[config.mk]
export PLATFORM = sky130hd
export DESIGN_NAME = pipe_hazard_ctrl
export DESIGN_NICKNAME = d
export VERILOG_FILES = /design/src/rtl/pipe_hazard_ctrl.sv
export SDC_FILE = /design/constraint.sdc
export NUM_CORES = 1
export LEC_CHECK = 0
export CAP_MARGIN = 10
export CORE_ASPECT_RATIO = 0.5
export CORE_MARGIN = 2
export CORE_UTILIZATION = 35
export CTS_CLUSTER_DIAMETER = 120
export DETAILED_ROUTE_END_ITERATION = 10
export GPL_TIMING_DRIVEN = 0
export HOLD_SLACK_MARGIN = 0.12
export PLACE_DENSITY = 0.69
export SYNTH_ARGS = -nofsm -noshare
export SYNTH_HDL_FRONTEND = slang
export SYNTH_SLANG_ARGS = --single-unit
[constraint.sdc]
create_clock -name clk -period 2.5 [get_ports clk]
set_input_delay 0.5 -clock clk [delete_from_list [all_inputs] [get_ports clk]]
set_output_delay 0.5 -clock clk [all_outputs]
set_load 0.05 [all_outputs]
[src/rtl/pipe_hazard_ctrl.sv]
// rtl/pipe_hazard_ctrl.sv - stall/flush sequencer for the 5-stage pipeline
// Optional HAZARD_PERF_EN adds saturating stall_cycles / flush_events counters.
module pipe_hazard_ctrl #(
  parameter int MEM_TIMEOUT = 16,
  parameter int CNT_W       = 8
) (
  input  logic       clk,
  input  logic       reset,
  input  logic [4:0] rsD,
  input  logic [4:0] rtD,
  input  logic       branchD,
  input  logic       pcsrcD,
  input  logic       jumpD,
  input  logic [4:0] rtE,
  input  logic [4:0] writeregE,
  input  logic       RegWriteE,
  input  logic       MemtoRegE,
  input  logic       divstartE,
  input  logic       divdoneE,
  input  logic [4:0] writeregM,
  input  logic       MemtoRegM,
  input  logic       memreqM,
  input  logic       memreadyM,
  input  logic       excM,
  output logic       stallF,
  output logic       stallD,
  output logic       stallE,
  output logic       stallM,
  output logic       flushD,
  output logic       flushE,
  output logic       flushM,
  output logic       flushW,
  output logic       mem_err
`ifdef HAZARD_PERF_EN
  ,
  output logic [31:0] stall_cycles,
  output logic [31:0] flush_events
`endif
);

  typedef enum logic [1:0] {IDLE = 2'd0, DIV = 2'd1, MEM = 2'd2} state_t;

  localparam logic [CNT_W-1:0] WCNT_LAST = CNT_W'(MEM_TIMEOUT - 1);

  state_t           state, stateNext;
  logic [CNT_W-1:0] wcnt, wcntNext;
  logic             memErrNext;

  logic memWait, divBusy, lwStall, brStall, hazStall;

  // A wait raised while the divider is busy borrows the MEM outputs without leaving DIV.
  always_comb begin
    memWait = ((state != MEM) && memreqM && !memreadyM) ||
              ((state == MEM) && !memreadyM);
    divBusy = ((state == IDLE) && divstartE && !divdoneE && !memWait) ||
              ((state == DIV) && !divdoneE);
    lwStall = MemtoRegE && (rtE != 5'd0) && ((rtE == rsD) || (rtE == rtD));
    brStall = branchD &&
              ((RegWriteE && (writeregE != 5'd0) &&
                ((writeregE == rsD) || (writeregE == rtD))) ||
               (MemtoRegM && (writeregM != 5'd0) &&
                ((writeregM == rsD) || (writeregM == rtD))));
    hazStall = lwStall || brStall;
  end

  always_ff @(posedge clk or negedge reset) begin
    if (!reset) begin
      state   <= IDLE;
      wcnt    <= '0;
      mem_err <= 1'b0;
    end else begin
      state   <= stateNext;
      wcnt    <= wcntNext;
      mem_err <= memErrNext;
    end
  end

  always_comb begin
    stateNext  = state;
    wcntNext   = wcnt;
    memErrNext = 1'b0;
    if (excM) begin
      stateNext = IDLE;
      wcntNext  = '0;
    end else begin
      case (state)
        IDLE: begin
          if (memreqM && !memreadyM) begin
            stateNext = MEM;
            wcntNext  = CNT_W'(1);
          end else if (divstartE && !divdoneE) begin
            stateNext = DIV;
          end
        end
        MEM: begin
          if (memreadyM) begin
            stateNext = IDLE;
            wcntNext  = '0;
          end else if (wcnt == WCNT_LAST) begin
            stateNext  = IDLE;
            wcntNext   = '0;
            memErrNext = 1'b1;
          end else begin
            wcntNext = wcnt + CNT_W'(1);
          end
        end
        DIV: begin
          if (divdoneE) stateNext = IDLE;
        end
        default: begin
          stateNext = IDLE;
          wcntNext  = '0;
        end
      endcase
    end
  end

  always_comb begin
    stallF = 1'b0;
    stallD = 1'b0;
    stallE = 1'b0;
    stallM = 1'b0;
    flushD = 1'b0;
    flushE = 1'b0;
    flushM = 1'b0;
    flushW = 1'b0;
    if (!reset) begin
      stallF = 1'b0;
    end else if (excM) begin
      flushD = 1'b1;
      flushE = 1'b1;
      flushM = 1'b1;
      flushW = 1'b1;
    end else if (memWait) begin
      stallF = 1'b1;
      stallD = 1'b1;
      stallE = 1'b1;
      stallM = 1'b1;
      flushW = 1'b1;
    end else if (divBusy) begin
      stallF = 1'b1;
      stallD = 1'b1;
      stallE = 1'b1;
      flushM = 1'b1;
    end else if (hazStall) begin
      stallF = 1'b1;
      stallD = 1'b1;
      flushE = 1'b1;
    end else if (pcsrcD || jumpD) begin
      flushD = 1'b1;
    end
  end

`ifdef HAZARD_PERF_EN
  always_ff @(posedge clk or negedge reset) begin
    if (!reset) begin
      stall_cycles <= '0;
      flush_events <= '0;
    end else begin
      if (stallF && (stall_cycles != 32'hFFFF_FFFF))
        stall_cycles <= stall_cycles + 32'd1;
      if ((flushD || flushE || flushM || flushW) && (flush_events != 32'hFFFF_FFFF))
        flush_events <= flush_events + 32'd1;
    end
  end
`endif

endmodule
==> results.sh <==
export IMPL_overflow=0
export IMPL_cpPeakStageDelay_ns=0.37
export IMPL_grt_use_total_pct=17.77
export IMPL_cpMostUsedCell="buf_8"
export IMPL_final_setup_worst_slack_ns=-0.1289
export IMPL_r2r_cells=5
export IMPL_synth_ff_type="dfrtp_1"
export IMPL_die_x_um=80.94
export IMPL_fill_cells=266
export IMPL_grt_pass1_vias=1087
export IMPL_cts_hold_buffers_added=0
export IMPL_start_kind="primary input"
export IMPL_tritoncts_num_sinks=11
export IMPL_clk_path_buf_depth=2
export IMPL_vias=1138
export IMPL_ys_async_sr_fraction_pct=100.0
export IMPL_finalMaxSlewViolations=0
export IMPL_path_max_fanout=2
export IMPL_design_area_mm2=0.001642
export IMPL_dr_pass1_iters=4
export IMPL_hpwl_um=2279
export IMPL_synth_nets=165
export IMPL_cts_tree="done"
export IMPL_synth_warnings=0
export IMPL_multiInputGateArea_um2=788.3
export IMPL_port_buffers=46
export IMPL_cts_buffers=3
export IMPL_total_leakage_power_nw=0.6855
export IMPL_num_io_pins=47
export IMPL_initial_core_util_pct=38.37
export IMPL_cts_root_buffer="clkbuf_8"
export IMPL_grt_pass1_wl_um=4726
export IMPL_period_share_pct=105.2
export IMPL_dieHeight_um=42.47
export IMPL_area_growth_pct=58.45
export IMPL_avgSynthCellArea_um2=8.222
export IMPL_yosysTopAreaCell="dfrtp_1"
export IMPL_synth_seq_cells=11
export IMPL_syn_area_mm2=0.001036
export IMPL_ant_nets=0
export IMPL_setup_viol=3
export IMPL_clkTransAtPathRegs_ns=0.05
export IMPL_slew_limit_headroom_pct=49.53
export IMPL_grt_antenna_before_repair=0
export IMPL_h_tree_depth=1
export IMPL_ff_latch_area_um2=275.3
export IMPL_cpMaxStageDelayCell="or3_4"
export IMPL_fin_skew_ns=0.004895
export IMPL_final_util_pct=60.80
export IMPL_core_area_mm2=0.002700
export IMPL_worstSetupPathType="in -> out"
export IMPL_peakVddDrop_mv=0.3972
export IMPL_num_rows=13
export IMPL_drive_gt1_share_pct=20.56
export IMPL_synthDistinctLibCells=34
export IMPL_violations="negative setup slack"
export IMPL_drt_iter0_drc=24
export IMPL_gp_congestion=0.7949
export IMPL_yosysTopAreaCellShare_pct=26.57
export IMPL_p_per_area_mw_per_mm2=362.7
export IMPL_worstSetupEndpointType="output port"
export IMPL_drv_cap=0
export IMPL_synthTopCellsByArea="dfrtp_1, xnor2_1, o21ai_0, nand3_1, nor2_1"
export IMPL_critPathArrivalTime_ns=2.13
export IMPL_syn_inst=126
export IMPL_outcome="complete, but fails checks"
export IMPL_placed_cell_area_mm2=0.001564
export IMPL_dieArea_mm2=0.003438
export IMPL_fmax_mhz=380.4
export IMPL_whs_ns=0.1694
export IMPL_insertion_delay_ns=0.24
export IMPL_place_ws_ns=-1.367
export IMPL_synth_edff_count=0
export IMPL_wl_per_cell_um=13.87
export IMPL_final_nets=220
export IMPL_min_path_type="in -> async"
export IMPL_worstPathRequired_ns=2.00
export IMPL_grt_max_degree=18
export IMPL_fin_crit_ns=2.629
export IMPL_hold_violations=0
export IMPL_cp_cell_sequence="buf_8 > or3_4 > o311a_1 > a222oi_1 > buf_4 > a32o_2 > buf_8"
export IMPL_viasPerCell=5.244
export IMPL_finalSetupTns_ns=-0.2599
export IMPL_wirelength_um=3009
export IMPL_diodes=0
export IMPL_rsz0062_at_grt="true"
export IMPL_worst_pin_slew_ns=0.7513
export IMPL_yosysSeqAreaShare_pct=26.57
export IMPL_drc=0
worst paths after layout:
check / startpoint / end / slack, ns
worst max-delay path: writeregM[1] / flushD / -0.13
worst min-delay path: reset / wcnt[5] / 0.17
worst max register to register: state[0] / wcnt[6] / 0.78
worst min register to register: wcnt[7] / wcnt[7] / 0.49
max in group asynchronous: reset / wcnt[3] / 2.06
min in group clk: wcnt[7] / wcnt[7] / 0.49
synthesized netlist by cell type, drive strengths merged (2+ instances only):
cell type	instances
o21a	3
nor2	9
o22ai	3
a31oi	3
o31ai	3
inv	2
nand2b	3
a21oi	5
nor3	3
dfrtp	11
nand2	8
nor4	2
and3	4
xnor2	30
o311a	2
or3	2
nand3	8
o21ai	9
metrics by stage:
step,instances,total power [mW]
floorplan,126,0.3085
global placement,209,0.4181
detailed placement,209,0.4196
CTS,216,0.5968
global route,217,0.6352
finish,217,0.5954
what timing repair did:
action,in CTS,in global routing
buffers inserted,3,1
pin swaps,8,8
endpoints found under the setup margin,8,7
endpoints found under the hold margin,0,0
resized for setup,99,17
kinds of logic after synthesis:
logic type / after synthesis / synth area share, %
buf+inv: 4 / 1.812
fa+ha+maj: 1 / 1.208
simple gates: 44 / 21.74
xor+xnor: 30 / 25.36
flops: 11 / 26.57
compound gates: 36 / 23.31
layer usage:
layer  track usage [%]  part of all wire, %  vias up
met5                 0                    0        -
met3             4.310                  8.6        8
met2             28.76                   44       38
met4             8.814                  2.2        0
met1             22.09                   45      511
li1                  -                    -      581
flip-flops by register name, indices dropped and copies added, names as in the netlist:
signal   cells
mem_err      1
state        2
wcnt         8
cells in the final DEF, fill, tap and decap left out, types with 5 or more instances in the layout:
| master | instances |
|---|---|
| dfrtp_1 | 11 |
| o21ai_0 | 9 |
| nor2_1 | 8 |
| clkdlybuf4s50_1 | 12 |
| dlygate4sd2_1 | 13 |
| nand2_1 | 8 |
| xnor2_1 | 30 |
| buf_4 | 5 |
| nand3_1 | 8 |
| buf_2 | 5 |
critical path: cells and delay by family:
kind            cells  cell delay, ns
simple gates        1            0.37
compound gates      3            0.83
buf+inv             3            0.43
where the power goes:
group | switching (mW) | internal, mW
combinational | 0.118 | 0.117
clock | 0.0632 | 0.112
sequential | 0.00411 | 0.182
area by class of cell:
type / count / area share (%)
Buffer: 2 / 0.9909
Clock buffer: 4 / 2.744
Inverter: 2 / 0.4573
Multi-Input combinational cell: 111 / 48.02
Sequential cell: 11 / 16.77
Tap cell: 37 / 2.820
Timing Repair Buffer: 50 / 28.20
No activity file was read; power rests on OpenSTA's default activity.
